[config.mk]
export PLATFORM = sky130hd
export DESIGN_NAME = iobus_uart_tx
export DESIGN_NICKNAME = d
export VERILOG_FILES = /design/src/rtl/iobus_uart_pkg.sv /design/src/rtl/iobus_fifo.sv /design/src/rtl/iobus_uart_tx.sv
export SDC_FILE = /design/constraint.sdc
export NUM_CORES = 1
export LEC_CHECK = 0
export ABC_AREA = 1
export CORE_MARGIN = 2
export CORE_UTILIZATION = 40
export DETAILED_ROUTE_END_ITERATION = 6
export GPL_TIMING_DRIVEN = 1
export PLACE_DENSITY = 0.6
export SYNTH_ARGS = -nofsm -noshare
export SYNTH_HDL_FRONTEND = slang
export SYNTH_SLANG_ARGS = --single-unit
[constraint.sdc]
create_clock -name CLK -period 3.29 [get_ports CLK]
set_input_delay 0.658 -clock CLK [delete_from_list [all_inputs] [get_ports CLK]]
set_output_delay 0.658 -clock CLK [all_outputs]
set_load 0.1 [all_outputs]
[src/rtl/iobus_uart_pkg.sv]
// Shared register offsets, STATUS bit positions and FSM state type for iobus_uart_tx.
// Build option IOBUS_UART_TX_PARITY_EN adds the even-parity state to tx_state_t.
package iobus_uart_pkg;

    localparam logic [31:0] TXDATA_OFS  = 32'h0000_0000;
    localparam logic [31:0] STATUS_OFS  = 32'h0000_0004;
    localparam logic [31:0] DIVISOR_OFS = 32'h0000_0008;

    localparam int STAT_BUSY    = 0;
    localparam int STAT_FULL    = 1;
    localparam int STAT_EMPTY   = 2;
    localparam int STAT_OVF     = 3;
    localparam int STAT_CNT_LSB = 8;

    // A one-clock bit would leave no room for the counter reload cycle.
    localparam logic [15:0] DIV_MIN = 16'd2;

    typedef enum logic [2:0] {
        ST_IDLE,
        ST_START,
        ST_DATA,
`ifdef IOBUS_UART_TX_PARITY_EN
        ST_PAR,
`endif
        ST_STOP
    } tx_state_t;

endpackage

[src/rtl/iobus_fifo.sv]
// Generic synchronous FIFO with a combinational head (pop_dat shows the oldest entry).
// Latency: push at edge N is visible at the head and in count right after N.
// Backpressure: push while full and pop while empty are ignored; callers watch full/empty.
module iobus_fifo #(
    parameter int WIDTH = 8,
    parameter int DEPTH = 8
) (
    input  logic                   CLK,
    input  logic                   RST_N,
    input  logic                   push,
    input  logic [WIDTH-1:0]       push_dat,
    input  logic                   pop,
    output logic [WIDTH-1:0]       pop_dat,
    output logic                   full,
    output logic                   empty,
    output logic [$clog2(DEPTH):0] count
);

    localparam int AW = $clog2(DEPTH);
    localparam logic [AW:0] FULL_CNT = DEPTH[AW:0];

    logic [WIDTH-1:0] mem [DEPTH];
    logic [AW-1:0]    wr_ptr;
    logic [AW-1:0]    rd_ptr;
    logic             do_push;
    logic             do_pop;

    assign full    = (count == FULL_CNT);
    assign empty   = (count == '0);
    assign do_push = push && !full;
    assign do_pop  = pop && !empty;
    assign pop_dat = mem[rd_ptr];

    always_ff @(posedge CLK) begin
        if (do_push) begin
            mem[wr_ptr] <= push_dat;
        end
    end

    // Pointers are exactly log2(DEPTH) bits so they wrap modulo depth for free.
    always_ff @(posedge CLK or negedge RST_N) begin
        if (!RST_N) begin
            wr_ptr <= '0;
            rd_ptr <= '0;
            count  <= '0;
        end else begin
            if (do_push) begin
                wr_ptr <= wr_ptr + 1'b1;
            end
            if (do_pop) begin
                rd_ptr <= rd_ptr + 1'b1;
            end
            case ({do_push, do_pop})
                2'b10:   count <= count + 1'b1;
                2'b01:   count <= count - 1'b1;
                default: count <= count;
            endcase
        end
    end

endmodule

[src/rtl/iobus_uart_tx.sv]
// IOBUS-mapped UART transmitter (TXDATA/STATUS/DIVISOR); IOBUS_UART_TX_PARITY_EN adds even parity.
// Latency: a byte written at edge N while idle drives its start bit from edge N+1; frames run gap-free.
// Backpressure: none on the bus; writes into a full FIFO are dropped and flagged in STATUS.ovf.
module iobus_uart_tx
    import iobus_uart_pkg::*;
#(
    parameter logic [31:0] BASE_ADDR  = 32'h1100_0100,
    parameter int          FIFO_DEPTH = 8,
    parameter logic [15:0] DIV_RESET  = 16'd868
) (
    input  logic        CLK,
    input  logic        RST_N,
    input  logic [31:0] IOBUS_ADDR,
    input  logic [31:0] IOBUS_OUT,
    input  logic        IOBUS_WR,
    output logic [31:0] IOBUS_IN,
    output logic        TX,
    output logic        TX_IDLE
);

    localparam int CW = $clog2(FIFO_DEPTH) + 1;

    logic          sel_txdata;
    logic          sel_status;
    logic          sel_divisor;
    logic          push;
    logic          pop;
    logic          fifo_full;
    logic          fifo_empty;
    logic [7:0]    fifo_head;
    logic [CW-1:0] fifo_count;
    logic          ovf;
    logic [15:0]   div_reg;

    tx_state_t     state;
    tx_state_t     state_nxt;
    logic [15:0]   cnt;
    logic [15:0]   cnt_nxt;
    logic [15:0]   act_div;
    logic [15:0]   act_div_nxt;
    logic [2:0]    idx;
    logic [2:0]    idx_nxt;
    logic [7:0]    shift;
    logic [7:0]    shift_nxt;
    logic          expire;
    logic          tx_nxt;
    logic          unused_wdat;

`ifdef IOBUS_UART_TX_PARITY_EN
    logic          par_bit;
    logic          par_nxt;
`endif

    assign sel_txdata  = (IOBUS_ADDR == BASE_ADDR + TXDATA_OFS);
    assign sel_status  = (IOBUS_ADDR == BASE_ADDR + STATUS_OFS);
    assign sel_divisor = (IOBUS_ADDR == BASE_ADDR + DIVISOR_OFS);
    assign push        = IOBUS_WR && sel_txdata;
    assign unused_wdat = ^IOBUS_OUT[31:16];

    iobus_fifo #(
        .WIDTH (8),
        .DEPTH (FIFO_DEPTH)
    ) u_fifo (
        .CLK      (CLK),
        .RST_N    (RST_N),
        .push     (push),
        .push_dat (IOBUS_OUT[7:0]),
        .pop      (pop),
        .pop_dat  (fifo_head),
        .full     (fifo_full),
        .empty    (fifo_empty),
        .count    (fifo_count)
    );

    always_ff @(posedge CLK or negedge RST_N) begin
        if (!RST_N) begin
            ovf     <= 1'b0;
            div_reg <= DIV_RESET;
        end else begin
            if (push && fifo_full) begin
                ovf <= 1'b1;
            end else if (IOBUS_WR && sel_status && IOBUS_OUT[STAT_OVF]) begin
                ovf <= 1'b0;
            end
            if (IOBUS_WR && sel_divisor) begin
                div_reg <= (IOBUS_OUT[15:0] < DIV_MIN) ? DIV_MIN : IOBUS_OUT[15:0];
            end
        end
    end

    assign TX_IDLE = fifo_empty && (state == ST_IDLE);

    always_comb begin
        IOBUS_IN = '0;
        if (sel_status) begin
            IOBUS_IN[STAT_BUSY]            = ~TX_IDLE;
            IOBUS_IN[STAT_FULL]            = fifo_full;
            IOBUS_IN[STAT_EMPTY]           = fifo_empty;
            IOBUS_IN[STAT_OVF]             = ovf;
            IOBUS_IN[STAT_CNT_LSB +: CW]   = fifo_count;
        end else if (sel_divisor) begin
            IOBUS_IN[15:0] = div_reg;
        end
    end

    assign expire = (cnt == 16'd0);

    always_comb begin
        state_nxt   = state;
        cnt_nxt     = cnt;
        act_div_nxt = act_div;
        idx_nxt     = idx;
        shift_nxt   = shift;
        pop         = 1'b0;
`ifdef IOBUS_UART_TX_PARITY_EN
        par_nxt     = par_bit;
`endif
        if (state != ST_IDLE) begin
            cnt_nxt = expire ? (act_div - 16'd1) : (cnt - 16'd1);
        end

        case (state)
            ST_IDLE: begin
                if (!fifo_empty) begin
                    pop       = 1'b1;
                    state_nxt = ST_START;
                end
            end
            ST_START: begin
                if (expire) begin
                    state_nxt = ST_DATA;
                end
            end
            ST_DATA: begin
                if (expire) begin
                    shift_nxt = {1'b0, shift[7:1]};
                    idx_nxt   = idx + 3'd1;
                    if (idx == 3'd7) begin
`ifdef IOBUS_UART_TX_PARITY_EN
                        state_nxt = ST_PAR;
`else
                        state_nxt = ST_STOP;
`endif
                    end
                end
            end
`ifdef IOBUS_UART_TX_PARITY_EN
            ST_PAR: begin
                if (expire) begin
                    state_nxt = ST_STOP;
                end
            end
`endif
            ST_STOP: begin
                if (expire) begin
                    if (!fifo_empty) begin
                        pop       = 1'b1;
                        state_nxt = ST_START;
                    end else begin
                        state_nxt = ST_IDLE;
                    end
                end
            end
            default: state_nxt = ST_IDLE;
        endcase

        // Divisor is latched per frame so software rewrites only affect later frames.
        if (pop) begin
            shift_nxt   = fifo_head;
            act_div_nxt = div_reg;
            cnt_nxt     = div_reg - 16'd1;
            idx_nxt     = 3'd0;
`ifdef IOBUS_UART_TX_PARITY_EN
            par_nxt     = ^fifo_head;
`endif
        end

        case (state_nxt)
            ST_START: tx_nxt = 1'b0;
            ST_DATA:  tx_nxt = shift_nxt[0];
`ifdef IOBUS_UART_TX_PARITY_EN
            ST_PAR:   tx_nxt = par_nxt;
`endif
            default:  tx_nxt = 1'b1;
        endcase
    end

    always_ff @(posedge CLK or negedge RST_N) begin
        if (!RST_N) begin
            state   <= ST_IDLE;
            cnt     <= '0;
            act_div <= DIV_RESET;
            idx     <= '0;
            shift   <= '0;
            TX      <= 1'b1;
        end else begin
            state   <= state_nxt;
            cnt     <= cnt_nxt;
            act_div <= act_div_nxt;
            idx     <= idx_nxt;
            shift   <= shift_nxt;
            TX      <= tx_nxt;
        end
    end

`ifdef IOBUS_UART_TX_PARITY_EN
    always_ff @(posedge CLK or negedge RST_N) begin
        if (!RST_N) begin
            par_bit <= 1'b0;
        end else begin
            par_bit <= par_nxt;
        end
    end
`endif

endmodule
==> results of run 1 <==
==> path summary, 6_finish.rpt <==
path / end / slack, ps / from
worst max-delay path: IOBUS_IN[0] / 120 / IOBUS_ADDR[10]
worst min-delay path: cnt[9]$_DFFE_PN0P_ / 380 / RST_N
worst max register to register: cnt[8]$_DFFE_PN0P_ / 580 / u_fifo.count[1]$_DFFE_PN0P_
worst min register to register: act_div[9]$_DFFE_PN1P_ / 460 / act_div[9]$_DFFE_PN1P_
max in group asynchronous: shift[4]$_DFFE_PN0P_ / 2250 / RST_N
min in group CLK: act_div[9]$_DFFE_PN1P_ / 460 / act_div[9]$_DFFE_PN1P_
==> cells by family after synthesis <==
family | synth area share
xor gates and xnor gates | 0.0139
DFF | 0.547
other | 0.000542
and+or+nand+nor | 0.250
AOI/OAI and AO/OA | 0.0855
buffers and inverters | 0.0726
muxes | 0.0128
adders and majority gates | 0.0173
==> area by class of cell <==
| type | instances | area, um^2 |
|---|---|---|
| Inverter | 74 | 278 |
| Tap cell | 225 | 282 |
| Clock inverter | 11 | 87.6 |
| Clock buffer | 21 | 460 |
| Timing Repair Buffer | 102 | 1130 |
| Fill cell | 1629 | 8290 |
| Multi-Input combinational cell | 537 | 2800 |
| Sequential cell | 138 | 3790 |
==> cell usage after synthesis, types with 2 or more instances <==
master,count
a21oi_1,7
a31oi_1,2
a32o_1,2
buf_2,3
buf_4,18
buf_6,2
clkbuf_1,14
clkinv_1,3
dfrtp_1,63
dfstp_2,11
edfxtp_1,64
ha_1,8
inv_1,70
mux2_2,7
nand2_1,222
nand2_2,11
nand2_4,4
nand3_1,32
nand3_2,2
nand4_1,4
nor2_1,70
nor2_2,11
nor2_4,5
nor3_1,12
nor4_1,8
o211ai_1,2
o21ai_0,60
o21ai_1,3
o21bai_1,3
o221ai_1,6
o22ai_1,15
xor2_1,10
==> power groups by stage <==
stage | Combinational, uW | Clock, uW | Sequential [uW]
after floorplan | 1530 | 0 | 2140
after global placement | 2030 | 0 | 2150
after detailed placement | 2050 | 0 | 2150
after CTS | 2060 | 1800 | 2120
after global routing | 2360 | 1870 | 2150
final | 2090 | 1760 | 2130
==> worst max-delay path: stages <==
cell and delay (ps):
clkdlybuf4s50_1 450, nor4b_4 230, nand4_1 170, nor3_2 230, buf_4 150, nand2_2 40, or2_4 250, o21ai_2 120
inv_2 60, buf_12 160
==> through the flow <==
| step | area [um^2] | utilization | setup TNS (ps) | hold slack [ps] |
|---|---|---|---|---|
| after detailed placement | 8120 | 0.475 | -523 | 454 |
| after global routing | 8830 | 0.516 | -4.14 | 456 |
| after CTS | 8710 | 0.509 | 0 | 429 |
| after floorplan | 7000 | - | -3230 | 362 |
| final | 8830 | 0.516 | 0 | 377 |
| after global placement | 8120 | 0.475 | -400 | 454 |
==> metal layers <==
layer	vias up	track usage
met5	-	0
met4	0	0.0671
met3	17	0.0374
met2	136	0.291
met1	2526	0.259
li1	2716	-
==> what timing repair did <==
action,4_1_cts,5_1_grt
pin swaps,4,13
endpoints found under the setup margin,6,16
gates resized for setup,5,27
setup buffers,3,1
==> layout by cell type (no fill, tap or decap), types with 14 or more instances in the layout <==
master             n
nand3_1           32
o21ai_0           55
buf_12            17
buf_4             35
edfxtp_1          64
inv_1             69
dfrtp_1           63
clkdlybuf4s50_1   38
clkbuf_16         17
nor2_1            68
o22ai_1           14
conb_1            17
nand2_1          221
==> qor.yml, run 1 <==
logic_synthesis:
  syn_avg_cell_area_um2: 8.99
  async_flop_share: 0.536
  synthFlopType: "edfxtp_1"
  yosys-top-cells-area: "edfxtp_1 28%, dfrtp_1 23%, nand2_1 12%"
  ys_ff_latch: 138
  synth_edf_count: 64
  yosysTopAreaCell: "edfxtp_1"
  ys_seq_area_frac: 0.547
  syn_inst: 770
  synth_top_cell_area_share: 0.278
  synthesis.area_um2: 6920
  synth_warnings: 0
  yosysUniqueCellTypes: 48
global_routing:
  grt.total_usage: 0.187
  grt_start_max_net_pins: 75
  grt_pass1_vias: 5221
  antenna_found_initial: 0
  grt_pass1_wl_mm: 26.5
  grt_overflow: 0
clock_tree:
  clock_path_buffers: 2
  cts_htree_levels: 4
  hold_buffers: 0
  cts_sinks: 138
  clk_pin_slew_ps: 60
  cts_buffers: 17
  insertion_delay_ps: 430
  root_buffer: "clkbuf_16"
  cts_tree: "done"
route:
  routed-wl-met3_um: 731
  vias_per_cell: 4.87
  detailedRoute.firstIterationViolations: 340
  vias: 5395
  route.met2.wl_mm: 7.50
  drtAntennaViolNets: 0
  routed_wl_mm: 16.1
  drt-met1-wl_mm: 7.68
  drtPass1Iterations: 6
  routedWlPerCell_um: 14.5
  drc: 0
  highest_layer: "met4"
critical_path:
  critical_path_class: "input port to primary output"
  start_kind: "input port"
  cp_max_fo: 2
  reg2reg_depth: 16
  end_kind: "primary output"
  cp.required_ps: 2630
  cp.arrival_ps: 2520
power_and_ir_drop:
  fin_total_pwr_uw: 5980
  p_comb_frac: 0.349
  leakage_uw: 0.00390
  pwr-share-clk: 0.295
  swShare: 0.383
  peakVddDrop_mv: 0.410
  power.internal_uw: 3690
  power.density_nw_per_um2: 677
  seqPwrFrac: 0.356
  switchingPower_uw: 2290
floorplanning:
  ios: 101
  die_x_um: 136
  core_um2: 17100
  rows: 48
  die_h_um: 136
  initial_core_util: 0.405
  dieArea_um2: 18400
timing:
  fin_ws_ps: 115
  tightest_slew_ps: 992
  final-hold-violation-count: 0
  fin_crit_sh: 0.965
  fmax_mhz: 315
  drv_slew: 0
  finalSetupViolCount: 0
  relSlewSlack: 0.338
  period_needed_ps: 3170
  skew_ps: 13.3
place:
  dpl.cell_count: 1072
  hpwl_mm: 11.3
  place_congestion: 0.820
  portBuffers: 68
  pre_cts_ws_ps: -231
finish:
  diodes: 0
  stdcell_count: 1108
  regMostFlops: "u_fifo.mem"
  drive_above_1_share: 0.180
  nets: 946
  syn_to_final_growth_pct: 27.5
  largest_register_ffs: 64
hold_path:
  hold_class: "input port to asynchronous set/reset pin"
run_status:
  status: "completed"
job:
  maxCapViolations: 0
(Power assumes the default switching activity.)
==> run 2: changes to the inputs <==
Settings changed: SKIP_CTS_REPAIR_TIMING set to 1.
==> run 2 against run 1 <==
  * Critical path depth unchanged
  * First-iteration DRC count increased by 13%
  * Global-route usage barely moved
  * Power down 0.43%
  * Clock skew barely moved
  * Non-clock buffer count fell by 2
  * Hold slack got worse by 2.9 ps
  * Largest power group unchanged
  * Combinational power barely moved
  * Count of clock-buffer cells in the layout is the same
  * Sequential power is essentially flat
  * Maximum frequency shrank 0.22%
==> qor.yml, run 2 (same netlist as run 1, synthesis figures left out) <==
clock_tree:
  clk_pin_slew_ps: 60
  root_buffer: "clkbuf_16"
  cts_buffers: 17
  insertion_delay_ps: 430
  clock_path_buffers: 2
  cts_htree_levels: 4
  cts_sinks: 138
  cts_tree: "done"
timing:
  period_needed_ps: 3180
  fmax_mhz: 314
  fin_crit_sh: 0.967
  drv_slew: 0
  skew_ps: 13.0
  rsz0062_at_grt: "true"
  tightest_slew_ps: 991
  finalSetupViolCount: 0
  final-hold-violation-count: 0
  relSlewSlack: 0.339
route:
  routed_wl_mm: 16.0
  drtAntennaViolNets: 0
  drtPass1Iterations: 5
  detailedRoute.firstIterationViolations: 383
  routedWlPerCell_um: 14.4
  drc: 0
  vias_per_cell: 4.89
  vias: 5413
finish:
  stdcell_area_um2: 8760
  regMostFlops: "u_fifo.mem"
  diodes: 0
  drive_above_1_share: 0.178
  final_common_cell: "nand2_1"
  layout_common_cells: "222 x nand2_1, 69 x inv_1, 64 x edfxtp_1"
  syn_to_final_growth_pct: 26.5
  nets: 944
  largest_register_ffs: 64
  fill_cells: 1632
run_status:
  status: "completed"
place:
  portBuffers: 68
  placed_area_um2: 8120
  place_congestion: 0.820
  hpwl_mm: 11.3
global_routing:
  grt.total_usage: 0.186
  grt_pass1_wl_mm: 26.4
  antenna_found_initial: 0
  grt_start_max_net_pins: 75
  grt_overflow: 0
  grt_pass1_vias: 5204
critical_path:
  start_kind: "input port"
  cpPeakStageDelay_ps: 400
  cp_max_fo: 2
  cp.arrival_ps: 2520
  cp.required_ps: 2630
  critical_path_class: "input port to primary output"
  cp_slowest_cell: "clkdlybuf4s50_1"
  worst-path-buf-inv: 4
  end_kind: "primary output"
  crit_chain: "clkdlybuf4s50_1, nor4_1, nand4_1, nor3_2, buf_4, nand2_1, or2_4, o21ai_2, inv_2, buf_12"
  crit_family: "simple AND/OR/NAND/NOR gates"
floorplanning:
  initial_core_util: 0.405
  die_x_um: 136
  ios: 101
  rows: 48
  die_h_um: 136
  dieArea_um2: 18400
  core_um2: 17100
hold_path:
  hold_class: "input port to asynchronous set/reset pin"
power_and_ir_drop:
  peakVddDrop_mv: 0.412
  fin_total_pwr_uw: 5960
  power.density_nw_per_um2: 680
  leakage_uw: 0.00379
job:
  maxCapViolations: 0
## run 2: cell types whose count changed in the layout (fill, tap and decap cells not counted), moves of 2 or more
cell / change
ha_1: +2
nor2_2: +6
nor4_1: +2
nor4_2: -2
clkdlybuf4s50_1: +10
nor2_1: -6
dlymetal6s2s_1: -10
## run 2: area by class of cell
class | instances | area, um^2 | share of cell area
Sequential cell | 138 | 3790 | 0.432
Timing Repair Buffer | 100 | 1090 | 0.124
Multi-Input combinational cell | 537 | 2770 | 0.317
Tap cell | 225 | 282 | 0.0321
Clock buffer | 21 | 460 | 0.0526
Inverter | 74 | 278 | 0.0317
Clock inverter | 11 | 87.6 | 0.0100
## run 2: final timing paths
check                      slack, ps                     end                         from  cells past startpoint
max                              110             IOBUS_IN[0]                IOBUS_ADDR[9]                     10
min                              370      cnt[9]$_DFFE_PN0P_                        RST_N                      1
max reg2reg                      600      cnt[8]$_DFFE_PN0P_  u_fifo.count[1]$_DFFE_PN0P_                     16
min reg2reg                      460  act_div[9]$_DFFE_PN1P_       act_div[9]$_DFFE_PN1P_                      2
max in group asynchronous       2250    shift[4]$_DFFE_PN0P_                        RST_N                      1
min in group CLK                 460  act_div[9]$_DFFE_PN1P_       act_div[9]$_DFFE_PN1P_                      2
## run 2: metal layers
| layer | track usage | up-vias | routed length [um] |
|---|---|---|---|
| li1 | - | 2716 | - |
| met1 | 0.259 | 2534 | 7600 |
| met2 | 0.290 | 144 | 7390 |
| met3 | 0.0374 | 19 | 747 |
| met4 | 0.0671 | 0 | 230 |
| met5 | 0 | - | 0 |
## run 2: metrics by stage
stage,cells,setup WS (ps),util,TNS [ps],hold WS (ps)
floorplan,786,-333,-,-3230,362
global placement,1072,-200,0.475,-400,454
detailed placement,1072,-231,0.475,-523,454
CTS,1104,-131,0.507,-330,429
global route,1106,-42.4,0.512,-44.7,456
finish,1106,108,0.512,0,374
## run 2: worst register-to-register path: cells and delay by family, from the launching register on
kind / cells / cell delay, ps
and+or+nand+nor: 12 / 1540
AOI/OAI and AO/OA: 1 / 80
buffers and inverters: 2 / 330
DFF: 1 / 420
adders and majority gates: 1 / 200
## run 2: power breakdown
part / switching (uW) / leakage [uW] / internal, uW
registers: 129 / 0.00150 / 2000
clock network: 752 / 0.000269 / 1010
logic: 1390 / 0.00202 / 671
==> run 3: changes to the inputs <==
Settings changed: ABC_CLOCK_PERIOD_IN_PS set to 3290, CORE_UTILIZATION 40 to 55, PLACE_DENSITY 0.6 to 0.79, RECOVER_POWER set to 25.
==> run 3 against run 2 <==
  * The run now ends with capacitance limit, slew limit left
  * Via count grew 5.7%
  * Non-clock buffer count shrank 2
  * Cell area shrank 0.34%
  * Maximum frequency shrank 2.5%
  * Sequential power is essentially flat
  * Flip-flop and latch count is the same
  * Die area shrank 27%
  * Clock power grew 2%
  * Core utilization grew 21 points
  * Combinational power is essentially flat
  * Clock skew shrank 3.5 ps
  * Global-route usage grew 7.6 points
==> qor.yml, run 3 (same netlist as run 1, synthesis figures left out) <==
run_status:
  status: "finished with violations"
  violations: "capacitance limit, slew limit"
finish:
  regMostFlops: "u_fifo.mem"
  register_area_um2: 3790
  diodes: 0
  stdcell_count: 1047
  layout_common_cells: "220 x nand2_1, 68 x inv_1, 67 x nor2_1"
  drive_above_1_share: 0.172
  largest_register_ffs: 64
  fill_cells: 829
  final_core_util: 0.718
  syn_to_final_growth_pct: 26.0
  multi_input_area_um2: 2780
  final_common_cell: "nand2_1"
  nets: 942
hold_path:
  hp-start: "act_div[8]$_DFFE_PN1P_"
  hold_class: "flop to flop"
floorplanning:
  die_h_um: 116
  core_um2: 12200
  rows: 40
  initial_core_util: 0.569
  dieArea_um2: 13500
  ios: 101
  die_x_um: 116
timing:
  fmax_mhz: 306
  drv_slew: 75
  period_needed_ps: 3260
  skew_ps: 9.51
  finalSetupViolCount: 0
  relSlewSlack: -0.233
  tightest_slew_ps: 1850
  final-hold-violation-count: 0
  fin_crit_sh: 0.992
clock_tree:
  insertion_delay_ps: 430
  cts_sinks: 138
  cts_buffers: 17
  clock_path_buffers: 2
  clk_pin_slew_ps: 60
  root_buffer: "clkbuf_16"
  cts_tree: "done"
  cts_htree_levels: 4
critical_path:
  cp_max_fo: 2
  start_kind: "input port"
  cp.required_ps: 2630
  critical_path_class: "input port to primary output"
  r2r_slack_ps: 550
  crit_path_start: "IOBUS_ADDR[23]"
  cp.arrival_ps: 2610
  r2r_start: "u_fifo.count[1]$_DFFE_PN0P_"
  end_kind: "primary output"
route:
  vias_per_cell: 5.46
  drtAntennaViolNets: 0
  drtPass1Iterations: 7
  vias: 5719
  drc: 0
  routedWlPerCell_um: 16.4
  routed_wl_mm: 17.2
  detailedRoute.firstIterationViolations: 562
place:
  portBuffers: 68
  dpl.cell_count: 1013
  hpwl_mm: 11.5
  place_congestion: 0.952
global_routing:
  grt_pass1_vias: 5651
  antenna_found_initial: 0
  grt_start_max_net_pins: 75
  grt_pass1_wl_mm: 27.1
  grt.total_usage: 0.263
  grt_overflow: 0
power_and_ir_drop:
  peakVddDrop_mv: 0.469
  power.density_nw_per_um2: 690
  leakage_uw: 0.00396
job:
  maxCapViolations: 1
run 3: layer usage:
layer	global-route usage	routed length (um)	up-vias
li1	-	-	2709
met3	0.0659	1270	40
met1	0.349	7090	2699
met4	0.0929	437	0
met5	0	0	-
met2	0.425	8410	271
run 3: worst paths after layout:
check	endpoint	depth (start not counted)
max	IOBUS_IN[0]	11
min	act_div[8]$_DFFE_PN1P_	2
max reg2reg	cnt[12]$_DFFE_PN0P_	16
min reg2reg	act_div[8]$_DFFE_PN1P_	2
max in group asynchronous	act_div[4]$_DFFE_PN0P_	1
min in group asynchronous	u_fifo.wr_ptr[0]$_DFFE_PN0P_	1
run 3: stage by stage:
| stage | worst slack (ps) | cell area [um^2] | hold slack [ps] | power (uW) | TNS [ps] |
|---|---|---|---|---|---|
| floorplan | -333 | 7000 | 362 | 3670 | -3230 |
| global placement | -174 | 8040 | 452 | 4100 | -346 |
| detailed placement | -315 | 8040 | 454 | 4180 | -1560 |
| CTS | -316 | 8590 | 414 | 5990 | -1530 |
| global route | -131 | 8730 | 481 | 6350 | -604 |
| finish | 25.2 | 8730 | 465 | 6020 | 0 |
run 3: layout make-up:
type / instances / share of cell area
Clock inverter: 14 / 0.0146
Tap cell: 168 / 0.0241
Clock buffer: 18 / 0.0492
Inverter: 74 / 0.0318
Multi-Input combinational cell: 537 / 0.319
Timing Repair Buffer: 98 / 0.127
Sequential cell: 138 / 0.434
run 3: worst max-delay path, stage by stage:
cell and delay (ps):
clkdlybuf4s50_1 400, nor4_1 250, and2_1 190, nand2_1 70, nor3_2 140, buf_4 160
nand2_4 50, or2_4 270, o21ai_2 180, inv_2 70, buf_12 160
run 3: report_power, final:
group	leakage, uW	switching [uW]	internal (uW)	total [uW]
Combinational	0.00219	1410	656	2070
Sequential	0.00150	154	2000	2150
Clock	0.000269	805	996	1800
Total	0.00396	2370	3650	6020
